[src/rtl/riscv_pkg.sv]
// Shared RV32I types for the ID/EX slice: ALU opcodes, operand-select enums and the held payload.
package riscv_pkg;

  localparam int RV_XLEN   = 32;
  localparam int RV_REG_AW = 5;

  localparam logic [3:0] ALU_ADD  = 4'b0000;
  localparam logic [3:0] ALU_SUB  = 4'b1000;
  localparam logic [3:0] ALU_XOR  = 4'b0100;
  localparam logic [3:0] ALU_OR   = 4'b0110;
  localparam logic [3:0] ALU_AND  = 4'b0111;
  localparam logic [3:0] ALU_SLL  = 4'b0001;
  localparam logic [3:0] ALU_SRL  = 4'b0101;
  localparam logic [3:0] ALU_SRA  = 4'b1101;
  localparam logic [3:0] ALU_SLT  = 4'b0010;
  localparam logic [3:0] ALU_SLTU = 4'b0011;

  typedef enum logic {SRC1_RS1 = 1'b0, SRC1_PC  = 1'b1} src1_sel_e;
  typedef enum logic {SRC2_RS2 = 1'b0, SRC2_IMM = 1'b1} src2_sel_e;

  typedef struct packed {
    logic [RV_XLEN-1:0]   pc;
    logic [RV_XLEN-1:0]   rs1_data;
    logic [RV_XLEN-1:0]   rs2_data;
    logic [RV_XLEN-1:0]   imm;
    logic [RV_REG_AW-1:0] rs1_addr;
    logic [RV_REG_AW-1:0] rs2_addr;
    logic [RV_REG_AW-1:0] rd_addr;
    logic [3:0]           alu_ctrl;
    src1_sel_e            src1_sel;
    src2_sel_e            src2_sel;
    logic                 reg_write;
  } id_ex_payload_t;

endpackage

[src/rtl/fwd_mux.sv]
// Per-operand bypass: EX/MEM beats MEM/WB, x0 never matches; combinational, no storage.
// ID_EX_FORWARD_EN selects real forwarding; otherwise any pending producer raises the hazard.
module fwd_mux #(
  parameter int XLEN   = 32,
  parameter int REG_AW = 5
) (
  input  logic [REG_AW-1:0] i_rs_addr,
  input  logic [XLEN-1:0]   i_rs_data,
  input  logic              i_used,
  input  logic              i_exm_reg_write,
  input  logic              i_exm_is_load,
  input  logic [REG_AW-1:0] i_exm_rd,
  input  logic [XLEN-1:0]   i_exm_result,
  input  logic              i_mwb_reg_write,
  input  logic [REG_AW-1:0] i_mwb_rd,
  input  logic [XLEN-1:0]   i_mwb_result,
  output logic [XLEN-1:0]   o_val,
  output logic [XLEN-1:0]   o_refresh,
  output logic              o_hazard
);

  logic w_exm_hit;
  logic w_mwb_hit;

  assign w_exm_hit = i_exm_reg_write && (i_exm_rd == i_rs_addr) && (i_exm_rd != '0);
  assign w_mwb_hit = i_mwb_reg_write && (i_mwb_rd == i_rs_addr) && (i_mwb_rd != '0);

`ifdef ID_EX_FORWARD_EN
  always_comb begin
    o_val = i_rs_data;
    if (w_exm_hit) begin
      o_val = i_exm_result;
    end else if (w_mwb_hit) begin
      o_val = i_mwb_result;
    end
  end

  assign o_refresh = o_val;
  // Only a load in EX/MEM is too late to bypass; ALU results are forwarded.
  assign o_hazard  = i_used && w_exm_hit && i_exm_is_load;
`else
  logic w_unused_exm;

  assign w_unused_exm = ^{i_exm_is_load, i_exm_result};
  assign o_val        = i_rs_data;
  // Soak up the writeback value while stalled so the hazard can drain.
  assign o_refresh    = w_mwb_hit ? i_mwb_result : i_rs_data;
  assign o_hazard     = i_used && (w_exm_hit || w_mwb_hit);
`endif

endmodule

[src/rtl/id_ex_stage.sv]
// ID/EX register feeding the ALU: 1-cycle capture latency, valid/ready, stalls on unresolved RAW.
// Build option ID_EX_FORWARD_EN enables EX/MEM and MEM/WB bypass (load-use-only stall).
module id_ex_stage
  import riscv_pkg::*;
#(
  parameter int XLEN   = RV_XLEN,
  parameter int REG_AW = RV_REG_AW
) (
  input  logic              clk,
  input  logic              rst_n,
  input  logic              flush,
  input  logic              dec_valid,
  output logic              dec_ready,
  input  logic [XLEN-1:0]   dec_pc,
  input  logic [XLEN-1:0]   dec_rs1_data,
  input  logic [XLEN-1:0]   dec_rs2_data,
  input  logic [XLEN-1:0]   dec_imm,
  input  logic [REG_AW-1:0] dec_rs1_addr,
  input  logic [REG_AW-1:0] dec_rs2_addr,
  input  logic [REG_AW-1:0] dec_rd_addr,
  input  logic [3:0]        dec_alu_ctrl,
  input  logic              dec_src1_sel,
  input  logic              dec_src2_sel,
  input  logic              dec_reg_write,
  input  logic              exm_reg_write,
  input  logic              exm_is_load,
  input  logic [REG_AW-1:0] exm_rd,
  input  logic [XLEN-1:0]   exm_result,
  input  logic              mwb_reg_write,
  input  logic [REG_AW-1:0] mwb_rd,
  input  logic [XLEN-1:0]   mwb_result,
  output logic              ex_valid,
  input  logic              ex_ready,
  output logic [XLEN-1:0]   alu_in1,
  output logic [XLEN-1:0]   alu_in2,
  output logic [3:0]        alu_ctrl,
  output logic [XLEN-1:0]   ex_rs2_val,
  output logic [XLEN-1:0]   ex_pc,
  output logic [REG_AW-1:0] ex_rd,
  output logic              ex_reg_write
);

  logic           r_valid;
  id_ex_payload_t r_pay;

  logic [XLEN-1:0] w_fwd1;
  logic [XLEN-1:0] w_fwd2;
  logic [XLEN-1:0] w_refresh1;
  logic [XLEN-1:0] w_refresh2;
  logic            w_hz1;
  logic            w_hz2;
  logic            w_used1;
  logic            w_capture;
  logic            w_retire;

  assign w_used1 = (r_pay.src1_sel == SRC1_RS1);

  fwd_mux #(.XLEN(XLEN), .REG_AW(REG_AW)) u_fwd_rs1 (
    .i_rs_addr       (r_pay.rs1_addr),
    .i_rs_data       (r_pay.rs1_data),
    .i_used          (w_used1),
    .i_exm_reg_write (exm_reg_write),
    .i_exm_is_load   (exm_is_load),
    .i_exm_rd        (exm_rd),
    .i_exm_result    (exm_result),
    .i_mwb_reg_write (mwb_reg_write),
    .i_mwb_rd        (mwb_rd),
    .i_mwb_result    (mwb_result),
    .o_val           (w_fwd1),
    .o_refresh       (w_refresh1),
    .o_hazard        (w_hz1)
  );

  // rs2 always counts as used: stores need it even when the ALU takes the immediate.
  fwd_mux #(.XLEN(XLEN), .REG_AW(REG_AW)) u_fwd_rs2 (
    .i_rs_addr       (r_pay.rs2_addr),
    .i_rs_data       (r_pay.rs2_data),
    .i_used          (1'b1),
    .i_exm_reg_write (exm_reg_write),
    .i_exm_is_load   (exm_is_load),
    .i_exm_rd        (exm_rd),
    .i_exm_result    (exm_result),
    .i_mwb_reg_write (mwb_reg_write),
    .i_mwb_rd        (mwb_rd),
    .i_mwb_result    (mwb_result),
    .o_val           (w_fwd2),
    .o_refresh       (w_refresh2),
    .o_hazard        (w_hz2)
  );

  assign ex_valid  = r_valid && !(w_hz1 || w_hz2);
  assign dec_ready = !r_valid || (ex_valid && ex_ready);
  assign w_capture = dec_valid && dec_ready;
  assign w_retire  = ex_valid && ex_ready;

  always_ff @(posedge clk or negedge rst_n) begin
    if (!rst_n) begin
      r_valid <= 1'b0;
      r_pay   <= '0;
    end else if (flush) begin
      r_valid <= 1'b0;
    end else if (w_capture) begin
      r_valid            <= 1'b1;
      r_pay.pc           <= dec_pc;
      r_pay.rs1_data     <= dec_rs1_data;
      r_pay.rs2_data     <= dec_rs2_data;
      r_pay.imm          <= dec_imm;
      r_pay.rs1_addr     <= dec_rs1_addr;
      r_pay.rs2_addr     <= dec_rs2_addr;
      r_pay.rd_addr      <= dec_rd_addr;
      r_pay.alu_ctrl     <= dec_alu_ctrl;
      r_pay.src1_sel     <= src1_sel_e'(dec_src1_sel);
      r_pay.src2_sel     <= src2_sel_e'(dec_src2_sel);
      r_pay.reg_write    <= dec_reg_write;
    end else if (w_retire) begin
      r_valid <= 1'b0;
    end else if (r_valid) begin
      // Latch bypassed values so the operand survives once the producer retires.
      r_pay.rs1_data <= w_refresh1;
      r_pay.rs2_data <= w_refresh2;
    end
  end

  assign alu_in1      = (r_pay.src1_sel == SRC1_PC)  ? r_pay.pc  : w_fwd1;
  assign alu_in2      = (r_pay.src2_sel == SRC2_IMM) ? r_pay.imm : w_fwd2;
  assign alu_ctrl     = r_pay.alu_ctrl;
  assign ex_rs2_val   = w_fwd2;
  assign ex_pc        = r_pay.pc;
  assign ex_rd        = r_pay.rd_addr;
  assign ex_reg_write = r_pay.reg_write;

endmodule

[config.mk]
export PLATFORM = sky130hd
export DESIGN_NAME = id_ex_stage
export DESIGN_NICKNAME = d
export VERILOG_FILES = /design/src/rtl/riscv_pkg.sv /design/src/rtl/fwd_mux.sv /design/src/rtl/id_ex_stage.sv
export SDC_FILE = /design/constraint.sdc
export NUM_CORES = 1
export LEC_CHECK = 0
export ABC_AREA = 1
export BUFFER_PORTS_ARGS = -buffer_cell sky130_fd_sc_hd__buf_4
export CAP_MARGIN = 10
export CORE_AREA = 2 2 146 148
export CTS_CLUSTER_DIAMETER = 30
export DETAILED_ROUTE_END_ITERATION = 10
export DIE_AREA = 0 0 148 150
export PLACE_DENSITY_LB_ADDON = 0.05
export SYNTH_ARGS = -nofsm -noshare
export SYNTH_HDL_FRONTEND = slang
export SYNTH_SLANG_ARGS = --single-unit
[constraint.sdc]
create_clock -name clk -period 2.05 [get_ports clk]
set_input_delay 0.3075 -clock clk [delete_from_list [all_inputs] [get_ports clk]]
set_output_delay 0.3075 -clock clk [all_outputs]
set_load 0.02 [all_outputs]
After elaboration in Yosys (flattened, before gate mapping)
Index checks and enable logic that the tools add are counted.
- add/subtract/negate cells: 0
- $mul: 0
- div/mod/pow operators: 0
- magnitude comparators: 0
- equal/unequal tests: 5
- shifts and indexed selects: 0
- mux-type cells: 10
- bitwise gates (word level): 2
- reduce and logical (&&, ||, !) cells: 27
- operators by type and width (operator ; count):
    $mux W64 ; 3
    $mux W32 ; 4
    $eq A5 B5 Y1 ; 4
    $logic_and A1 B1 Y1 ; 12
    $reduce_bool A5 Y1 ; 2
    $reduce_and A4 Y1 ; 2
    $reduce_bool A2 Y1 ; 3
    $logic_or A1 B1 Y1 ; 4
    $mux W1 ; 3
    $reduce_bool A3 Y1 ; 1
    $logic_not A1 Y1 ; 2
    $ne A2 B2 Y1 const B ; 1
    $not A1 Y1 ; 2
    $reduce_and A2 Y1 ; 1
- register bits: 151
- latch bits: 0
- bits in writable memories: 0
- memory bits (read-only): 0
- input bits: 232
- output and inout bits: 140
- memories: 0

Longest topological paths before layout
Gate-level depths: netlist (run 1).
- depth in word-level cells: 13
- depth in mapped cells: 17

Hierarchy
A second synthesis (run 1) with hierarchy kept.
- cells, all modules: 1499
- area total of the unflattened synthesis: 10084.7 um2
- modules (own cells, without submodules) (module ; times used ; cells each ; area an instance (um2) ; sequential area each (um2)):
    id_ex_stage ; 1 ; 1111 ; 8025.2 ; 3778.6
    fwd_mux ; 2 ; 194 ; 1029.7 ; 0.0

Worst setup path after synthesis (run 1)
Ideal clock, no wire load.
- kind: register -> register
- from: register r_pay[13] in the netlist's numbering
- to: register r_pay[100] in the netlist's numbering
- setup time: 65 ps
- arrival: 1713 ps
- data required time: 1985 ps
- setup slack: 272 ps
- stages on the path, launching flop included: 15
- path buffers: 1
- clock period less this slack: 1778 ps
- cells stage by stage: dfrtp_1 -> inv_1 -> nand2_1 -> nand3_1 -> nor2_1 -> nand2_1 -> nand2_1 -> nor2_2 -> nand3_2 -> nand2_2 -> clkbuf_1 -> nand3_1 -> nand2_1 -> nand2_1 -> nand2_1
- cells in the longest elaborated chain, start to end: 12
- RTL lines (what ; RTL line ; source):
    start: declaration ; id_ex_stage.sv:44 ; id_ex_payload_t r_pay;
    $eq A5 B5 Y1 (on tied branches) ; fwd_mux.sv:25, fwd_mux.sv:26 ;
    $logic_and A1 B1 Y1 (on tied branches) (2 in a row) ; fwd_mux.sv:25, fwd_mux.sv:26 ;
    $logic_or A1 B1 Y1 * ; fwd_mux.sv:48 ; assign o_hazard = i_used && (w_exm_hit || w_mwb_hit);
    $logic_or A1 B1 Y1 * ; id_ex_stage.sv:91 ; assign ex_valid = r_valid && !(w_hz1 || w_hz2);
    $logic_not A1 Y1 * ; id_ex_stage.sv:91 ;
    $logic_and A1 B1 Y1 * ; id_ex_stage.sv:91 ;
    $logic_and A1 B1 Y1 * ; id_ex_stage.sv:92 ; assign dec_ready = !r_valid || (ex_valid && ex_ready);
    $logic_or A1 B1 Y1 * ; id_ex_stage.sv:92 ;
    net dec_ready ; id_ex_stage.sv:13 ; output logic dec_ready,
    $logic_and A1 B1 Y1 * ; id_ex_stage.sv:93 ; assign w_capture = dec_valid && dec_ready;
    $ne A2 B2 Y1 (no line) or $reduce_bool A2 Y1 (tied branches) ; - ;
    $reduce_and A4 Y1 (no line) ; - ;
The timed path passes the listed nets; every way through them passes the cells marked *.
A chain may end at the register's enable or synchronous reset.

Worst setup path in the final report (run 1)
- from: register r_pay[14] in the netlist's numbering
- to: register r_pay, in the netlist ex_pc[21]
- cells in the longest elaborated chain, start to end: 11
- RTL lines (what ; RTL line):
    $eq A5 B5 Y1 (on tied branches) ; fwd_mux.sv:25, fwd_mux.sv:26
    $logic_and A1 B1 Y1 (on tied branches) (2 in a row) ; fwd_mux.sv:25, fwd_mux.sv:26
    $logic_or A1 B1 Y1 * ; fwd_mux.sv:48
    $logic_or A1 B1 Y1 * ; id_ex_stage.sv:91
    $logic_not A1 Y1 * ; id_ex_stage.sv:91
    $logic_and A1 B1 Y1 * ; id_ex_stage.sv:91
    $logic_and A1 B1 Y1 * ; id_ex_stage.sv:92
    $logic_or A1 B1 Y1 * ; id_ex_stage.sv:92
    $logic_and A1 B1 Y1 * ; id_ex_stage.sv:93
    $reduce_and A2 Y1 (no line) * ; -
Mark *: on every way between the ends. The rest lies on a longest branch, timed or not.

==> flow_metrics.py, run 1 <==
metrics = {
    "synthesis": {
        "yosys.area.top_type": "dfrtp_1",
        "avgSynthCellArea_sq_um": 7.18,
        "synth_cell_type_count": 22,
        "yosysSeqAreaShare": 0.462,
        "synthDominantCellAreaShare": 0.462,
        "syn-cell-area_sq_um": 8180,
        "synth-xor-area-share": 0.00214,
        "synthAdderAreaFrac": 0,
        "syn_nets": 1371,
        "postSynth.asyncResetShare": 1.00,
        "synth_flop_cell": "dfrtp_1",
        "netlist_instances": 1139,
        "synth_top_family_by_area": "simple AND/OR/NAND/NOR gates",
        "muxShareOfSynthArea": 0,
        "yosys_warnings": 0,
        "synth_common_cells": "nand2_1, dfrtp_1, inv_1",
        "synth_edf_count": 0,
        "synth_compound_area_frac": 0.0952,
        "synth.most_common_cell": "nand2_1",
        "synth-simple-area-share": 0.290,
        "ys_ff_latch": 151,
        "synthTopCellsByArea": "dfrtp_1, nand2_1, buf_4",
    },
    "setup_path": {
        "critPathLaunch": "r_pay[14]$_DFFE_PN0P_",
        "arrival_ps": 2580,
        "crit_type": "reg2reg",
        "path_cells": "xnor2_1, nand2_1, nor2_1, nand2_1, nand2_2, nor2_4, nand3_4, nand2_4, buf_6, nand2_8, nor2_4, buf_4, buf_12, clkbuf_16, nand2_1, o21ai_1",
        "cp-end-kind": "register",
        "crit_slowest_cell": "dfrtp_1",
        "r2r-start": "r_pay[14]$_DFFE_PN0P_",
        "critPathLaunchType": "register",
        "worst_ep_required_time_ps": 2400,
        "slowest_delay_ps": 420,
        "cpMostUsedCell": "nand2_1",
        "path_max_fanout": 6,
    },
    "finish": {
        "fin_util": 0.601,
        "nFillCells": 1996,
        "antenna_cells": 0,
        "nNetsFinal": 1679,
        "regArea_sq_um": 3780,
        "multi_input_area_sq_um": 3470,
        "area_delta_synth_final_pct": 52.0,
        "fin_area_sq_um": 12400,
        "drive_above_1_share": 0.375,
    },
    "cts": {
        "h-tree-depth": 4,
        "cts_tree": "built",
        "clk_latency_ps": 440,
        "clock_sinks": 151,
        "cts_buffer_depth": 2,
        "cts_buffers": 17,
        "path_clk_slew_ps": 60,
        "cts-root-buf": "clkbuf_16",
    },
    "global_route": {
        "grt_max_degree": 65,
        "overflow": 0,
        "antenna_found_initial": 0,
        "grt_pass1_vias": 7804,
        "grt_pass1_wl_um": 43600,
        "grt_use_total": 0.257,
    },
    "route": {
        "ant_nets": 0,
        "viasPerCell": 4.73,
        "drt-initial-drc-count": 384,
        "drt_first_pass_iters": 4,
        "drcViolationCount": 0,
        "vias": 8210,
        "totalWireLength_um": 30600,
        "avgRoutedWirePerCell_um": 17.6,
    },
    "floorplan": {
        "io_pins": 372,
        "num_rows": 53,
        "coreArea_sq_um": 20700,
        "die_area_sq_um": 22200,
        "fp.dieW_um": 148,
        "initial_core_util": 0.395,
        "dieHeight_um": 150,
    },
    "pwr": {
        "power_density_nw_per_um2": 892,
        "leakagePower_uw": 0.00668,
        "irDropWorstVdd_mv": 0.587,
    },
    "outcome": {
        "status": "finished, violations left",
        "violations": "setup timing",
    },
    "timing": {
        "clock.fmax_mhz": 448,
        "finalSetupViolCount": 149,
        "finalHoldViolCount": 0,
        "tightest_slew_ps": 631,
        "fin_crit_sh": 1.09,
        "slew_headroom": 0.579,
        "period_needed_ps": 2230,
        "rsz0062_at_grt": "true",
        "slew_violations": 0,
        "fin_setup_tns_ps": -14990,
        "fin_skew_ps": 11.0,
        "fin_ws_ps": -180,
        "holdWs_ps": 68.1,
    },
    "hold_path": {
        "hold_path_class": "in2reg",
        "min_from": "dec_imm[15]",
    },
    "job": {
        "maxCapViolCount": 0,
    },
    "placement": {
        "place.gp.congestion": 0.813,
        "hpwl_um": 20800,
        "dpl-instance-area_sq_um": 10800,
        "post-place-ws_ps": -72.1,
        "port_buffers": 338,
    },
}
-- area by class of cell --
cell class	instances	area share
Tap cell	275	0.0277
Clock inverter	12	0.00785
Inverter	97	0.0295
Timing Repair Buffer	424	0.317
Multi-Input combinational cell	756	0.279
Clock buffer	20	0.0351
Sequential cell	151	0.304
-- per-stage QoR --
step,instances,power (uW)
floorplan,1139,6250
global placement,1658,7760
detailed placement,1658,7790
CTS,1709,10900
global route,1735,11700
finish,1735,11100
-- sequential cells by signal (all words and copies together), names as in the netlist --
signal and cells:
ex_reg_write 1, r_valid 1, ex_pc 32, ex_rd 5, alu_ctrl 4, r_pay 108
-- per-layer routing --
layer | global-route usage | vias to the layer above | part of all wire
met4 | 0.0724 | 0 | 0.015
met5 | 0 | - | 0
met2 | 0.414 | 262 | 0.49
met3 | 0.0652 | 27 | 0.066
li1 | - | 4092 | -
met1 | 0.345 | 3829 | 0.43
-- cells in the final DEF (no fill, tap or decap), drive strengths merged --
| cell type | n |
|---|---|
| clkbuf | 35 |
| clkinv | 2 |
| a21oi | 3 |
| dlygate4sd3 | 1 |
| buf | 408 |
| dfrtp | 151 |
| a21boi | 1 |
| clkinvlp | 6 |
| nand3 | 74 |
| nor2 | 17 |
| xor2 | 1 |
| o21ai | 151 |
| xnor2 | 1 |
| inv | 101 |
| nand2 | 507 |
| nor3 | 1 |
-- report_power, final --
part,internal (uW),switching [uW],leakage (uW),total (uW)
clock,1560,1370,0.000240,2940
combinational,1850,2350,0.00457,4200
sequential,3540,411,0.00187,3950
total,6950,4140,0.00668,11100
-- cells by family after synthesis --
group | count (synthesis)
XOR/XNOR | 2
flip-flops | 151
AND/OR/NAND/NOR | 599
AO/OA/AOI/OAI | 155
buffers and inverters | 232
-- critical path, delay by kind of cell, from the launching register on --
| family | cells | cell delay (ps) |
|---|---|---|
| simple gates | 10 | 890 |
| buf+inv | 4 | 600 |
| flops | 1 | 420 |
| xor+xnor | 1 | 150 |
| compound gates | 1 | 90 |
-- worst paths after layout --
check | end | slack, ps | cells past startpoint
min in group asynchronous | r_pay[21]$_DFFE_PN0P_ | 430 | 2
min reg2reg | r_pay[98]$_DFFE_PN0P_ | 480 | 2
max reg2reg | ex_pc[21]$_DFFE_PN0P_ | -180 | 16
max in group asynchronous | r_pay[43]$_DFFE_PN0P_ | 990 | 3
max | ex_pc[21]$_DFFE_PN0P_ | -180 | 16
min | r_pay[37]$_DFFE_PN0P_ | 70 | 3
-- timing repair --
item                                    in CTS  in global routing
hold endpoints to repair                    52                  0
gates resized for setup                     34                 89
pin swaps                                    5                 15
endpoints found under the setup margin      77                153
gates cloned                                 7                 18
setup buffers                               11                 11
hold buffers                                 1                  0
Power figures use the tool's default switching activity.
==> run 2, diff against run 1 <==
--- a/config.mk
+++ b/config.mk
@@ -8,11 +8,11 @@
 export ABC_AREA = 1
 export BUFFER_PORTS_ARGS = -buffer_cell sky130_fd_sc_hd__buf_4
 export CAP_MARGIN = 10
-export CORE_AREA = 2 2 146 148
+export CORE_UTILIZATION = 50
 export CTS_CLUSTER_DIAMETER = 30
 export DETAILED_ROUTE_END_ITERATION = 10
-export DIE_AREA = 0 0 148 150
 export PLACE_DENSITY_LB_ADDON = 0.05
 export SYNTH_ARGS = -nofsm -noshare
 export SYNTH_HDL_FRONTEND = slang
+export SYNTH_HIERARCHICAL = 1
 export SYNTH_SLANG_ARGS = --single-unit
==> flow_metrics.py, run 2 <==
metrics = {
    "finish": {
        "final_cell_mix": "nand2_1, buf_4, inv_1",
        "nNetsFinal": 1983,
        "final_common_cell": "nand2_1",
        "regMostFlops": "r_pay",
        "largest_reg_flops": 108,
        "area_delta_synth_final_pct": 39.9,
        "instances_no_fill": 2027,
        "drive_above_1_share": 0.359,
        "antenna_cells": 0,
    },
    "setup_path": {
        "cp-end-kind": "output pin",
        "critPathLaunchType": "register",
        "rr_worst_depth": 17,
        "r2r-start": "r_pay[19]$_DFFE_PN0P_",
        "worst_ep_required_time_ps": 1740,
        "arrival_ps": 1960,
        "r2r_setup_slack_ps": -180,
        "path_cells": "nand2_1, nand2_1, nor2_1, nand4_1, a21oi_2, inv_2, nand2_2, o21bai_4, buf_6, buf_6",
        "slowest_delay_ps": 420,
        "crit_slowest_cell": "dfrtp_1",
        "timing.rr.end": "ex_pc[16]$_DFFE_PN0P_",
        "path_max_fanout": 4,
        "crit_type": "reg2out",
    },
    "floorplan": {
        "io_pins": 372,
        "fp.dieW_um": 144,
        "dieHeight_um": 144,
        "coreArea_sq_um": 19600,
        "initial_core_util": 0.515,
        "die_area_sq_um": 20700,
        "num_rows": 51,
    },
    "cts": {
        "h-tree-depth": 4,
        "cts_buffer_depth": 2,
        "clock_sinks": 151,
        "cts-root-buf": "clkbuf_16",
        "path_clk_slew_ps": 60,
        "cts_buffers": 17,
        "cts_tree": "built",
        "clk_latency_ps": 420,
    },
    "global_route": {
        "grt_pass1_wl_um": 46200,
        "grt_pass1_vias": 8725,
        "overflow": 0,
        "antenna_found_initial": 0,
        "grt_max_degree": 66,
        "grt_use_total": 0.293,
    },
    "placement": {
        "place.gp.congestion": 0.826,
        "placed_cells": 1953,
        "hpwl_um": 21700,
        "port_buffers": 338,
    },
    "synthesis": {
        "synthTopCellsByArea": "dfrtp_1, nand2_1, inv_1",
        "postSynth.asyncResetShare": 1.00,
        "synth_cell_type_count": 22,
        "synthDominantCellAreaShare": 0.375,
        "ys_ff_latch": 151,
        "yosys_warnings": 6,
        "syn_nets": 1731,
        "syn-cell-area_sq_um": 10100,
        "synth_flop_cell": "dfrtp_1",
        "yosys.area.top_type": "dfrtp_1",
        "netlist_instances": 1499,
        "synth_edf_count": 0,
        "yosysSeqAreaShare": 0.375,
        "synth_common_cells": "nand2_1, inv_1, dfrtp_1",
        "synth.most_common_cell": "nand2_1",
        "avgSynthCellArea_sq_um": 6.73,
    },
    "outcome": {
        "status": "finished, violations left",
        "violations": "setup timing",
    },
    "timing": {
        "clock.fmax_mhz": 442,
        "finalSetupViolCount": 145,
        "period_needed_ps": 2260,
        "rsz0062_at_grt": "true",
        "holdWs_ps": 78.1,
        "fin_skew_ps": 8.02,
        "fin_ws_ps": -213,
        "finalHoldViolCount": 0,
        "slew_violations": 0,
        "slew_headroom": 0.617,
        "tightest_slew_ps": 575,
        "fin_crit_sh": 1.10,
    },
    "route": {
        "drt-initial-drc-count": 757,
        "drt_first_pass_iters": 6,
        "viasPerCell": 4.98,
        "totalWireLength_um": 32700,
        "ant_nets": 0,
        "vias": 10100,
        "drcViolationCount": 0,
        "avgRoutedWirePerCell_um": 16.1,
    },
    "pwr": {
        "irDropWorstVdd_mv": 0.633,
        "power_density_nw_per_um2": 867,
        "leakagePower_uw": 0.00796,
        "p_total_uw": 12200,
    },
    "hold_path": {
        "hold_path_class": "in2reg",
        "min_from": "dec_alu_ctrl[2]",
        "whs_endpoint": "alu_ctrl[2]$_DFFE_PN0P_",
        "hold_depth": 3,
    },
    "job": {
        "maxCapViolCount": 0,
    },
}
-- run 2: cell types whose count changed after synthesis, moves of 17 or more --
cell     before  now
nand2_1     505  488
o21ai_2       0   46
nand3_1      73  128
buf_6         1   19
buf_4        87  113
inv_1        89  288
-- run 2: cell type report --
| class | count | area, sq um |
|---|---|---|
| tap | 265 | 332 |
| timing repair buffer | 420 | 3900 |
| inverter | 296 | 1110 |
| clock inverter | 11 | 149 |
| sequential | 151 | 3780 |
| clock buffer | 19 | 443 |
| fill | 1665 | 5480 |
| multi-input combinational | 865 | 4400 |
-- run 2: worst max-delay path by stage --
stage | startpoint | to | slack (ps)
finish | r_pay[17]$_DFFE_PN0P_ | dec_ready | -210
global route | r_pay[20]$_DFFE_PN0P_ | ex_pc[6]$_DFFE_PN0P_ | -330
CTS | r_pay[13]$_DFFE_PN0P_ | dec_ready | -230
detailed placement | mwb_rd[1] | ex_pc[17]$_DFFE_PN0P_ | -40
global placement | r_pay[20]$_DFFE_PN0P_ | alu_ctrl[0]$_DFFE_PN0P_ | 2
floorplan | r_pay[19]$_DFFE_PN0P_ | r_pay[108]$_DFFE_PN0P_ | 10
-- run 2: stage by stage --
stage	TNS (ps)	instance area [sq um]	setup WS, ps	utilization
2_1_floorplan	0	10100	11.3	-
3_3_place_gp	0	12200	1.81	0.622
3_5_place_dp	-152	12200	-37.3	0.622
4_1_cts	-17930	13200	-231	0.672
5_1_grt	-34210	14100	-333	0.720
6_report	-13060	14100	-213	0.720
-- run 2: per-layer routing --
layer	track usage	share of wire	routed length, um
met1	0.394	0.41	13500
met5	0	0	0
met3	0.0576	0.086	2810
met2	0.471	0.47	15500
met4	0.0974	0.027	879
-- run 2: what timing repair did --
| action | 4_1_cts | 5_1_grt |
|---|---|---|
| hold buffers | 1 | 0 |
| buffers inserted | 10 | 15 |
| resized for setup | 30 | 174 |
| pin swaps | 11 | 28 |
| endpoints found under the hold margin | 50 | 0 |
| endpoints found under the setup margin | 20 | 152 |
| cloned | 6 | 14 |
-- run 2: power breakdown --
part           internal [uW]  switching (uW)
Sequential              3540             485
Clock                   1940            1290
Combinational           2160            2820
Total                   7640            4600
-- run 2: logic make-up (layout without fill, tap and decap cells) --
kind of cell | Yosys count | in the layout | synth area share
and+or+nand+nor | 643 | 643 | 0.258
buffers and inverters | 483 | 746 | 0.239
AOI/OAI and AO/OA | 221 | 221 | 0.128
DFF | 151 | 151 | 0.375
other | 1 | 1 | 0.000372
-- run 2: critical path, delay by kind of cell (launching register included) --
kind / cells / cell delay, ps
AND/OR/NAND/NOR: 5 / 540
AO/OA/AOI/OAI: 2 / 260
flip-flops: 1 / 420
buffers and inverters: 3 / 300
==> run 3, diff against run 2 <==
--- a/config.mk
+++ b/config.mk
@@ -8,6 +8,7 @@
 export ABC_AREA = 1
 export BUFFER_PORTS_ARGS = -buffer_cell sky130_fd_sc_hd__buf_4
 export CAP_MARGIN = 10
+export CORE_MARGIN = 3
 export CORE_UTILIZATION = 50
 export CTS_CLUSTER_DIAMETER = 30
 export DETAILED_ROUTE_END_ITERATION = 10
==> flow_metrics.py, run 3 (synthesis gave the netlist of run 2 again) <==
metrics = {
    "floorplan": {
        "fp.dieW_um": 148,
        "io_pins": 372,
        "dieHeight_um": 148,
        "coreArea_sq_um": 19700,
        "die_area_sq_um": 21900,
        "num_rows": 51,
        "initial_core_util": 0.513,
    },
    "global_route": {
        "overflow": 0,
        "grt_max_degree": 66,
        "grt_pass1_wl_um": 53900,
        "grt_use_total": 0.313,
        "grt_pass1_vias": 9943,
        "antenna_found_initial": 0,
    },
    "timing": {
        "fin_setup_tns_ps": -21920,
        "finalSetupViolCount": 152,
        "tightest_slew_ps": 564,
        "slew_violations": 0,
        "fin_skew_ps": 8.47,
        "finalHoldViolCount": 0,
        "slew_headroom": 0.624,
        "rsz0062_at_grt": "true",
        "fin_crit_sh": 1.11,
        "holdWs_ps": 79.5,
        "fin_ws_ps": -223,
        "period_needed_ps": 2270,
        "clock.fmax_mhz": 440,
    },
    "finish": {
        "final_cell_mix": "buf_4, nand2_1, inv_1",
        "regMostFlops": "r_pay",
        "area_delta_synth_final_pct": 49.3,
        "largest_reg_flops": 108,
        "nNetsFinal": 2009,
        "drive_above_1_share": 0.412,
        "final_common_cell": "buf_4",
        "antenna_cells": 0,
    },
    "route": {
        "vias": 10400,
        "viasPerCell": 5.08,
        "avgRoutedWirePerCell_um": 17.9,
        "ant_nets": 0,
        "totalWireLength_um": 36800,
        "drcViolationCount": 0,
        "drt-initial-drc-count": 819,
        "drt_first_pass_iters": 7,
    },
    "setup_path": {
        "critPathLaunch": "r_pay[13]$_DFFE_PN0P_",
        "crit_type": "reg2reg",
        "cpMostUsedCell": "buf_12",
        "worst_ep_required_time_ps": 2400,
        "critPathBufInv": 6,
        "critPathLaunchType": "register",
        "r2r-start": "r_pay[13]$_DFFE_PN0P_",
        "cp-end-kind": "register",
        "crit_slowest_cell": "dfrtp_2",
        "slowest_delay_ps": 440,
        "path_cells": "nand2_1, nand2_1, nor2_1, nand4_1, a21oi_2, inv_2, nand2_4, o21bai_4, buf_12, nand2_8, nor2_4, buf_12, buf_12, buf_12, buf_16, o21ai_2",
        "arrival_ps": 2620,
        "crit_family": "buffers and inverters",
        "path_max_fanout": 6,
    },
    "pwr": {
        "irDropWorstVdd_mv": 0.623,
        "leakagePower_uw": 0.00847,
        "power_density_nw_per_um2": 861,
    },
    "outcome": {
        "violations": "setup timing",
        "status": "finished, violations left",
    },
    "cts": {
        "cts_buffers": 17,
        "cts_tree": "built",
        "clk_latency_ps": 420,
        "path_clk_slew_ps": 60,
        "clock_sinks": 151,
        "h-tree-depth": 4,
        "cts-root-buf": "clkbuf_16",
        "cts_buffer_depth": 2,
    },
    "placement": {
        "hpwl_um": 22100,
        "post-place-ws_ps": -95.6,
        "port_buffers": 338,
        "place.gp.congestion": 0.847,
    },
    "job": {
        "maxCapViolCount": 0,
    },
    "hold_path": {
        "min_from": "dec_alu_ctrl[0]",
        "hold_path_class": "in2reg",
    },
}
[run 3: cell types whose count changed in the layout (fill, tap and decap cells not counted), moves of 10 or more]
cell     before  now
o21ai_2      70   89
nand2_2      44   84
nand3_1      96  112
buf_16        5   21
nand2_4      14   45
o21ai_1      72   53
buf_4       352  362
nand2_1     431  360
nand3_2      32   16
[run 3: worst paths after layout]
| check | endpoint | slack, ps | cells past startpoint |
|---|---|---|---|
| setup / recovery | ex_pc[31]$_DFFE_PN0P_ | -220 | 16 |
| hold reg to reg | ex_rd[0]$_DFFE_PN0P_ | 490 | 2 |
| hold / removal | alu_ctrl[0]$_DFFE_PN0P_ | 80 | 3 |
| min in group asynchronous | r_pay[53]$_DFFE_PN0P_ | 350 | 2 |
| setup reg to reg | ex_pc[31]$_DFFE_PN0P_ | -220 | 16 |
| max in group asynchronous | r_pay[97]$_DFFE_PN0P_ | 1030 | 3 |
[run 3: repair_timing]
item                                    CTS  global route
resized for setup                       130           237
pin swaps                                19            55
buffers inserted                         34            12
endpoints found under the setup margin  152           155
hold buffers                              1             0
gates cloned                             27            11
endpoints found under the hold margin    29             0
[run 3: cell type report]
| type | instances | area [sq um] |
|---|---|---|
| clock inverter | 11 | 196 |
| multi-input combinational | 865 | 4740 |
| fill | 1515 | 4600 |
| timing repair inverter | 2 | 31.3 |
| tap | 265 | 332 |
| inverter | 296 | 1140 |
| timing repair buffer | 444 | 4390 |
| sequential | 151 | 3780 |
| clock buffer | 20 | 447 |
[run 3: through the flow]
stage	std cells	cell area [sq um]	total power [uW]	utilization
final	2054	15100	13000	0.766
after global routing	2054	15100	13600	0.766
after CTS	2041	14200	12500	0.723
after detailed placement	1949	12100	8490	0.615
after global placement	1949	12100	8420	0.615
after floorplan	1499	10100	7120	-
[run 3: where the power goes]
part	switching (uW)	internal, uW
Combinational	2990	2360
Sequential	569	3540
Clock	1310	2190
[run 3: worst min-delay path, delay by kind of cell]
kind | cells | cell delay [ps]
AND/OR/NAND/NOR | 2 | 90
buffers and inverters | 1 | 70
[run 3: routing by layer]
metal,GRT usage,vias up,routed length (um)
li1,-,5003,-
met1,0.408,4881,14600
met2,0.517,468,18200
met3,0.0684,79,2860
met4,0.108,0,1160
met5,0,-,0
